$ cat src/rtl/div_unit_pkg.sv
// Shared types and constants for the iterative divider.
// Holds the FSM state encoding, datapath widths and the latched request payload.
package div_unit_pkg;

  localparam int unsigned DIV_DVD_W       = 32;
  localparam int unsigned DIV_DVS_W       = 16;
  localparam int unsigned DIV_REM_W       = 17;
  localparam int unsigned DIV_CNT_W       = 4;
  localparam int unsigned DIV_ERR_LATENCY = 2;

  typedef enum logic [2:0] {
    DIV_IDLE,
    DIV_CHECK,
    DIV_ITER,
    DIV_FIXUP,
    DIV_DONE
  } div_state_e;

  typedef struct packed {
    logic                 wide;
    logic                 is_signed;
    logic [DIV_DVD_W-1:0] dividend;
    logic [DIV_DVS_W-1:0] divisor;
  } div_req_t;

  // Conditional two's-complement negate of a 16-bit magnitude.
  function automatic logic [DIV_DVS_W-1:0] div_cneg16(input logic [DIV_DVS_W-1:0] v,
                                                      input logic en);
    return en ? DIV_DVS_W'(-v) : v;
  endfunction

endpackage

$ cat src/rtl/div_unit_step.sv
// One restoring shift/subtract step: shifts a dividend bit into the partial
// remainder and subtracts the divisor when it fits.
module div_step
  import div_unit_pkg::*;
(
  input  logic [DIV_REM_W-1:0] i_rem,
  input  logic                 i_bit,
  input  logic [DIV_DVS_W-1:0] i_divisor,
  output logic [DIV_REM_W-1:0] o_rem_c,
  output logic                 o_qbit_c
);

  localparam int unsigned SW = DIV_REM_W + 1;

  logic [SW-1:0] w_shift;
  logic [SW-1:0] w_diff;

  always_comb begin
    w_shift  = {i_rem, i_bit};
    w_diff   = w_shift - SW'(i_divisor);
    o_qbit_c = (w_shift >= SW'(i_divisor));
    o_rem_c  = o_qbit_c ? DIV_REM_W'(w_diff) : DIV_REM_W'(w_shift);
  end

endmodule

$ cat src/rtl/div_unit.sv
// Multi-cycle restoring divider (DIVU/DIV, 16/8 and 32/16) for the execution unit.
// Resolves BITS_PER_CYCLE quotient bits per ITER cycle; errors hold the old results.
module div_unit
  import div_unit_pkg::*;
#(
  parameter int unsigned BITS_PER_CYCLE = 1
) (
  input  logic                 clk,
  input  logic                 reset,
  input  logic                 start,
  input  logic                 wide,
  input  logic                 is_signed,
  input  logic [DIV_DVD_W-1:0] dividend,
  input  logic [DIV_DVS_W-1:0] divisor,
  output logic                 busy,
  output logic                 done,
  output logic                 div_error,
  output logic [DIV_DVS_W-1:0] quotient,
  output logic [DIV_DVS_W-1:0] remainder
);

  localparam int unsigned BPC       = BITS_PER_CYCLE;
  localparam int unsigned ITER_WIDE = DIV_DVS_W / BPC;
  localparam int unsigned ITER_BYTE = (DIV_DVS_W / 2) / BPC;
  localparam logic [DIV_CNT_W-1:0] CNT_WIDE = DIV_CNT_W'(ITER_WIDE - 1);
  localparam logic [DIV_CNT_W-1:0] CNT_BYTE = DIV_CNT_W'(ITER_BYTE - 1);

  div_state_e r_state;
  div_state_e w_state_nxt;

  div_req_t               r_req;
  logic                   r_sign_q;
  logic                   r_sign_r;
  logic [DIV_REM_W-1:0]   r_prem;
  logic [DIV_DVS_W-1:0]   r_lo;
  logic [DIV_DVS_W-1:0]   r_qmag;
  logic [DIV_DVS_W-1:0]   r_dvs;
  logic [DIV_CNT_W-1:0]   r_cnt;

  logic                   r_busy;
  logic                   r_done;
  logic                   r_err;
  logic [DIV_DVS_W-1:0]   r_quot;
  logic [DIV_DVS_W-1:0]   r_rmd;

  logic                   w_busy_nxt;
  logic                   w_done_nxt;
  logic                   w_err_nxt;
  logic                   w_load_res;

  logic                   w_dvd_sign;
  logic                   w_dvs_sign;
  logic [DIV_DVD_W-1:0]   w_dvd_mag;
  logic [DIV_DVS_W-1:0]   w_dvs_mag;
  logic [DIV_DVS_W-1:0]   w_hi;
  logic [DIV_DVS_W-1:0]   w_lo;
  logic                   w_chk_err;

  logic [DIV_DVS_W-1:0]   w_q_lim;
  logic                   w_range_err;
  logic [DIV_DVS_W-1:0]   w_q_fix;
  logic [DIV_DVS_W-1:0]   w_r_fix;
  logic [DIV_DVS_W-1:0]   w_quot_res;
  logic [DIV_DVS_W-1:0]   w_rmd_res;

  logic [DIV_REM_W-1:0]   w_prem [BPC+1];
  logic [BPC-1:0]         w_qbits;

  assign busy      = r_busy;
  assign done      = r_done;
  assign div_error = r_err;
  assign quotient  = r_quot;
  assign remainder = r_rmd;

  // Operand magnitudes, split into the high half (must be < divisor) and the bits to shift in.
  always_comb begin
    w_dvd_sign = r_req.is_signed & (r_req.wide ? r_req.dividend[31] : r_req.dividend[15]);
    w_dvs_sign = r_req.is_signed & (r_req.wide ? r_req.divisor[15]  : r_req.divisor[7]);

    if (r_req.wide) begin
      w_dvd_mag = w_dvd_sign ? DIV_DVD_W'(-r_req.dividend) : r_req.dividend;
      w_dvs_mag = div_cneg16(r_req.divisor, w_dvs_sign);
      w_hi      = w_dvd_mag[31:16];
      w_lo      = w_dvd_mag[15:0];
    end else begin
      w_dvd_mag = {16'h0000, div_cneg16(r_req.dividend[15:0], w_dvd_sign)};
      w_dvs_mag = {8'h00, (w_dvs_sign ? 8'(-r_req.divisor[7:0]) : r_req.divisor[7:0])};
      w_hi      = {8'h00, w_dvd_mag[15:8]};
      w_lo      = {w_dvd_mag[7:0], 8'h00};
    end

    w_chk_err = (w_dvs_mag == '0) || (w_hi >= w_dvs_mag);
  end

  assign w_prem[0] = r_prem;

  for (genvar g = 0; g < BPC; g++) begin : gen_step
    div_step u_step (
      .i_rem     (w_prem[g]),
      .i_bit     (r_lo[DIV_DVS_W-1-g]),
      .i_divisor (r_dvs),
      .o_rem_c   (w_prem[g+1]),
      .o_qbit_c  (w_qbits[BPC-1-g])
    );
  end

  // Sign restore and signed range check; negative quotients may reach one past the positive limit.
  always_comb begin
    if (r_sign_q) begin
      w_q_lim = r_req.wide ? 16'h8000 : 16'h0080;
    end else begin
      w_q_lim = r_req.wide ? 16'h7FFF : 16'h007F;
    end
    w_range_err = r_req.is_signed && (r_qmag > w_q_lim);
    w_q_fix     = div_cneg16(r_qmag, r_sign_q);
    w_r_fix     = div_cneg16(r_prem[DIV_DVS_W-1:0], r_sign_r);
    w_quot_res  = r_req.wide ? w_q_fix : {8'h00, w_q_fix[7:0]};
    w_rmd_res   = r_req.wide ? w_r_fix : {8'h00, w_r_fix[7:0]};
  end

  always_ff @(posedge clk) begin
    if (reset) begin
      r_state <= DIV_IDLE;
    end else begin
      r_state <= w_state_nxt;
    end
  end

  always_comb begin
    w_state_nxt = r_state;
    w_busy_nxt  = 1'b0;
    w_done_nxt  = 1'b0;
    w_err_nxt   = 1'b0;
    w_load_res  = 1'b0;

    case (r_state)
      DIV_IDLE: begin
        if (start) begin
          w_state_nxt = DIV_CHECK;
        end
      end
      DIV_CHECK: begin
        if (w_chk_err) begin
          w_state_nxt = DIV_DONE;
          w_done_nxt  = 1'b1;
          w_err_nxt   = 1'b1;
        end else begin
          w_state_nxt = DIV_ITER;
        end
      end
      DIV_ITER: begin
        if (r_cnt == '0) begin
          w_state_nxt = DIV_FIXUP;
        end
      end
      DIV_FIXUP: begin
        w_state_nxt = DIV_DONE;
        w_done_nxt  = 1'b1;
        w_err_nxt   = w_range_err;
        w_load_res  = !w_range_err;
      end
      DIV_DONE: begin
        w_state_nxt = DIV_IDLE;
      end
      default: begin
        w_state_nxt = DIV_IDLE;
      end
    endcase

    w_busy_nxt = (w_state_nxt == DIV_CHECK) || (w_state_nxt == DIV_ITER) ||
                 (w_state_nxt == DIV_FIXUP);
  end

  // Registered status and results; results only move on an error-free completion.
  always_ff @(posedge clk) begin
    if (reset) begin
      r_busy <= 1'b0;
      r_done <= 1'b0;
      r_err  <= 1'b0;
      r_quot <= '0;
      r_rmd  <= '0;
    end else begin
      r_busy <= w_busy_nxt;
      r_done <= w_done_nxt;
      r_err  <= w_err_nxt;
      if (w_load_res) begin
        r_quot <= w_quot_res;
        r_rmd  <= w_rmd_res;
      end
    end
  end

  always_ff @(posedge clk) begin
    if (reset) begin
      r_req    <= '0;
      r_sign_q <= 1'b0;
      r_sign_r <= 1'b0;
      r_prem   <= '0;
      r_lo     <= '0;
      r_qmag   <= '0;
      r_dvs    <= '0;
      r_cnt    <= '0;
    end else begin
      case (r_state)
        DIV_IDLE: begin
          if (start) begin
            r_req.wide      <= wide;
            r_req.is_signed <= is_signed;
            r_req.dividend  <= dividend;
            r_req.divisor   <= divisor;
          end
        end
        DIV_CHECK: begin
          r_sign_q <= w_dvd_sign ^ w_dvs_sign;
          r_sign_r <= w_dvd_sign;
          r_prem   <= {1'b0, w_hi};
          r_lo     <= w_lo;
          r_dvs    <= w_dvs_mag;
          r_qmag   <= '0;
          r_cnt    <= r_req.wide ? CNT_WIDE : CNT_BYTE;
        end
        DIV_ITER: begin
          r_prem <= w_prem[BPC];
          r_lo   <= r_lo << BPC;
          r_qmag <= DIV_DVS_W'({r_qmag, w_qbits});
          r_cnt  <= DIV_CNT_W'(r_cnt - 1'b1);
        end
        default: begin
        end
      endcase
    end
  end

endmodule

$ cat config.mk
export PLATFORM = sky130hd
export DESIGN_NAME = div_unit
export DESIGN_NICKNAME = d
export VERILOG_FILES = /design/src/rtl/div_unit_pkg.sv /design/src/rtl/div_unit_step.sv /design/src/rtl/div_unit.sv
export SDC_FILE = /design/constraint.sdc
export NUM_CORES = 1
export LEC_CHECK = 0
export BUFFER_PORTS_ARGS = -buffer_cell sky130_fd_sc_hd__buf_2
export CAP_MARGIN = 20
export CORE_ASPECT_RATIO = 2
export CORE_MARGIN = 2
export CORE_UTILIZATION = 40
export CTS_CLUSTER_DIAMETER = 100
export DETAILED_ROUTE_END_ITERATION = 16
export GPL_ROUTABILITY_DRIVEN = 0
export PLACE_DENSITY = 0.69
export SLEW_MARGIN = 20
export SYNTH_ARGS = -nofsm -noshare
export SYNTH_HDL_FRONTEND = slang
export SYNTH_HIERARCHICAL = 1
export SYNTH_SLANG_ARGS = --single-unit
$ cat constraint.sdc
create_clock -name clk -period 4 [get_ports clk]
set_clock_uncertainty 0.05 [all_clocks]
set_input_delay 0.6 -clock clk [delete_from_list [all_inputs] [get_ports clk]]
set_output_delay 0.6 -clock clk [all_outputs]
set_load 0.05 [all_outputs]
==> flow_summary_export.csv <==
group,metric,value,unit
setup_path,r2r_slack,0.05,ns
timing,clock.fmax,253.4,MHz
pwr,ir_worst_vdd,0.0004636,V
synthesis,ys_types,69,
finish,syn_to_final_growth,16.51,%
floorplanning,dieArea,24920,µm²
drt,via_per_inst,5.694,
min_path,min_path_type,"in2reg",
timing,rsz0062_at_grt,"yes",
drt,drt_first_iter_violations,526,
floorplanning,num_io_pins,88,
min_path,min_from,"dividend[12]",
floorplanning,core,23230,µm²
min_path,hold_path_end,"r_req[28]",
grt,grt_pass1_wl,43.44,mm
drt,post_drt_wl_per_cell,17.20,µm
timing,final-setup-viol-count,0,
clock_tree,cts_sinks,159,
grt,grt_max_degree,71,
placement,hpwl,20.31,mm
setup_path,cp_slowest_stage_delay,0.64,ns
drt,drc,0,
synthesis,synth_top_family_by_area,"compound AO/OA/AOI/OAI gates",
placement,place_area,10220,µm²
clock_tree,numCtsBuffers,17,
finish,stdcell_count,1571,
timing,setup_ws,0.05320,ns
timing,tightest_slew,0.8976,ns
timing,fin_crit,3.947,ns
clock_tree,ctsRootBufferMaster,"clkbuf_16",
grt,grt_pass1_vias,8723,
setup_path,reg2regPathDepth,13,
finish,layout_common_cells,"185 x nand2_1, 156 x dfxtp_1, 120 x nor2_1, 119 x a21oi_1, 86 x buf_2",
placement,placed_cells,1532,
grt,met2_usage,39.31,%
drt,dr.pass1.iters,5,
floorplanning,start_util,40.65,%
setup_path,worstSetupStartpointType,"register",
run_status,status,"finished clean",
synthesis,synth.ff_latch_count,159,
finish,stdcell_area,11000,µm²
pwr,power_density,697.9,nW/µm²
grt,use_met3,4.108,%
clock_tree,path_clk_slew,0.08,ns
timing,max_slew_margin,40.16,%
synthesis,syn_area,9442,µm²
timing,post-route-period-util,98.67,%
min_path,min_path_cells,3,
clock_tree,clk_path_buf_depth,2,
finish,layout_commonest_cell,"nand2_1",
placement,post-place-ws,-0.003941,ns
setup_path,path_class,"reg2reg",
synthesis,syn_avg_cell_area,7.816,µm²
drt,vias,8945,
timing,hold_viol,0,
floorplanning,fp.dieW,112.6,µm
grt,track_usage,21.66,%
grt,antenna_found_initial,0,
setup_path,crit_start,"r_req[37]",
pwr,power.leakage,4.309,nW
synthesis,yosysWarnings,6,
setup_path,cp_slowest_cell,"or4_1",
synthesis,synth_mux_area_share,2.120,%
drt,route.final.wire_length,27.03,mm
synthesis,async_flop_share,0,%
finish,final_nets,1384,
grt,use_met1,21.36,%
synthesis,yosys.area_share.simple,20.00,%
synthesis,synth-adder-area-share,7.501,%
floorplanning,die_height,221.3,µm
setup_path,crit_path_end_kind,"register",
grt,overflow,0,
clock_tree,clkLatencyLatePin,0.45,ns
clock_tree,ctsHoldBuffers,0,
setup_path,crit_chain,"or4_1, or3_4, or3_1, o31a_2, xnor2_2, nor2b_1, ha_1, a21o_1, a211oi_2, nor2_1, nor3_2, buf_4, a311oi_2",
finish,multi_input_area,5918,µm²
drt,ant_nets,0,
synthesis,yosysSeqAreaShare,33.71,%
synthesis,syn_inst,1208,
setup_path,worstReg2RegEnd,"done",
clock_tree,cts_tree,"done",
finish,drive_above_1_share,16.38,%
setup_path,reg2reg_from,"r_req[37]",
timing,slew_viol_final,0,
placement,numPortBuffers,87,
finish,fill_cells,2285,
synthesis,synth_edf_count,0,
grt,top_usage_layer,"met2",
synthesis,yosys.area_share.xor_xnor,7.699,%
synthesis,synth_compound_area_share,23.95,%
finish,antenna-diode-count,0,
setup_path,cp.arrival,4.21,ns
clock_tree,h-tree-depth,4,
setup_path,cp.required,4.26,ns
finish,ff_latch_area,3187,µm²
pwr,total_power,7.677,mW
synthesis,synth_ff_type,"dfxtp_1",
flow_run,cap_viol_max_count,0,
synthesis,synth_nets,1317,
setup_path,crit_fanout,5,
floorplanning,rows,79,
-- state kept, by name, indices dropped and copies added, names as in the netlist --
| name | cells |
|---|---|
| r_sign_r | 1 |
| r_cnt | 4 |
| done | 1 |
| r_dvs | 16 |
| r_state | 3 |
| r_req | 50 |
| div_error | 1 |
| remainder | 16 |
| r_qmag | 16 |
| r_sign_q | 1 |
| quotient | 16 |
| r_lo | 16 |
| r_prem | 17 |
| busy | 1 |
-- report_power, final --
part / leakage, nW / internal [mW] / total [mW] / switching (mW)
clock: 0.280 / 0.888 / 1.65 / 0.757
sequential: 1.29 / 1.78 / 2.03 / 0.248
combinational: 2.74 / 1.60 / 4.00 / 2.40
-- metal layers --
metal / vias to the layer above / part of all wire, %
met5: - / 0
met4: 0 / 7.3
met3: 100 / 4.3
met2: 264 / 52
met1: 4151 / 36
li1: 4430 / -
-- through the flow --
step                hold slack, ns  util [%]  setup TNS [ns]
global placement            0.3897     44.01               0
detailed placement          0.3930     44.01       -0.003941
CTS                         0.3222     46.67               0
global route                0.3362     47.36         -0.5659
finish                      0.3346     47.36               0
floorplan                   0.3863         -               0
-- area by class of cell --
| cell class | count | share of cell area [%] |
|---|---|---|
| sequential | 159 | 28.97 |
| multi-input combinational | 926 | 53.80 |
| inverter | 41 | 1.399 |
| tap | 283 | 3.219 |
| clock inverter | 15 | 1.570 |
| timing repair buffer | 130 | 7.177 |
| clock buffer | 17 | 3.867 |
-- repair_timing --
item	4_1_cts	5_1_grt
pin swaps	0	17
endpoints found under the setup margin	5	5
gates resized for setup	4	20
setup buffers	0	6
-- how the worst max path moves through the flow --
stage                 end  slack, ns  depth (start not counted)
4_1_cts        r_state[2]       0.06                         13
2_1_floorplan        done       0.08                         15
3_3_place_gp   r_state[2]        0.1                         15
6_report             done       0.05                         13
5_1_grt              done      -0.13                         13
3_5_place_dp   r_state[2]     -0.004                         15
-- logic make-up (layout without fill, tap and decap cells) --
| logic type | after synthesis | after routing |
|---|---|---|
| DFF | 159 | 159 |
| buffers and inverters | 123 | 203 |
| and+or+nand+nor | 423 | 423 |
| muxes | 18 | 18 |
| xor gates and xnor gates | 83 | 83 |
| AOI/OAI and AO/OA | 346 | 346 |
| adders and majority gates | 56 | 56 |
-- worst max-delay path: cells and delay by family (launching register included) --
family,cells,cell delay [ns]
flops,1,0.40
fa+ha+maj,1,0.30
buf+inv,1,0.18
simple gates,6,1.79
compound gates,4,0.84
xor+xnor,1,0.27
-- cells in the mapped netlist, types with 2 or more instances --
cell	instances	area, µm²
mux2i_1	8	80.08
and3_1	4	25.02
xor2_1	33	289.0
o2bb2ai_1	8	70.07
a22oi_1	41	307.8
a21o_1	9	67.56
a221oi_1	2	17.52
nand4_1	10	62.56
nand3b_1	2	15.01
buf_2	4	20.02
o21a_1	7	52.55
nand3_1	22	110.1
o211ai_1	6	45.04
inv_1	41	153.9
a211oi_1	29	217.7
ha_1	55	688.2
xnor2_1	50	437.9
o31ai_1	19	142.6
or4_4	2	22.52
and2_1	8	50.05
o31a_2	2	20.02
o21ai_0	47	235.2
a222oi_1	8	80.08
buf_1	4	15.01
nand2_1	185	694.4
or3_1	6	37.54
a31oi_1	5	31.28
mux2_4	2	30.03
nor2b_1	12	75.07
nor4_1	6	37.54
dfxtp_1	159	3183
o22ai_1	13	81.33
nor3_1	17	85.08
a311oi_1	4	35.03
or4_1	10	75.07
clkbuf_1	73	274.0
nand2b_1	5	31.28
mux2_2	8	90.09
nor2_1	121	454.2
a21oi_1	120	600.6
or2_2	5	31.28
o41ai_1	8	70.07
a32o_1	2	20.02
(Power assumes the default switching activity.)
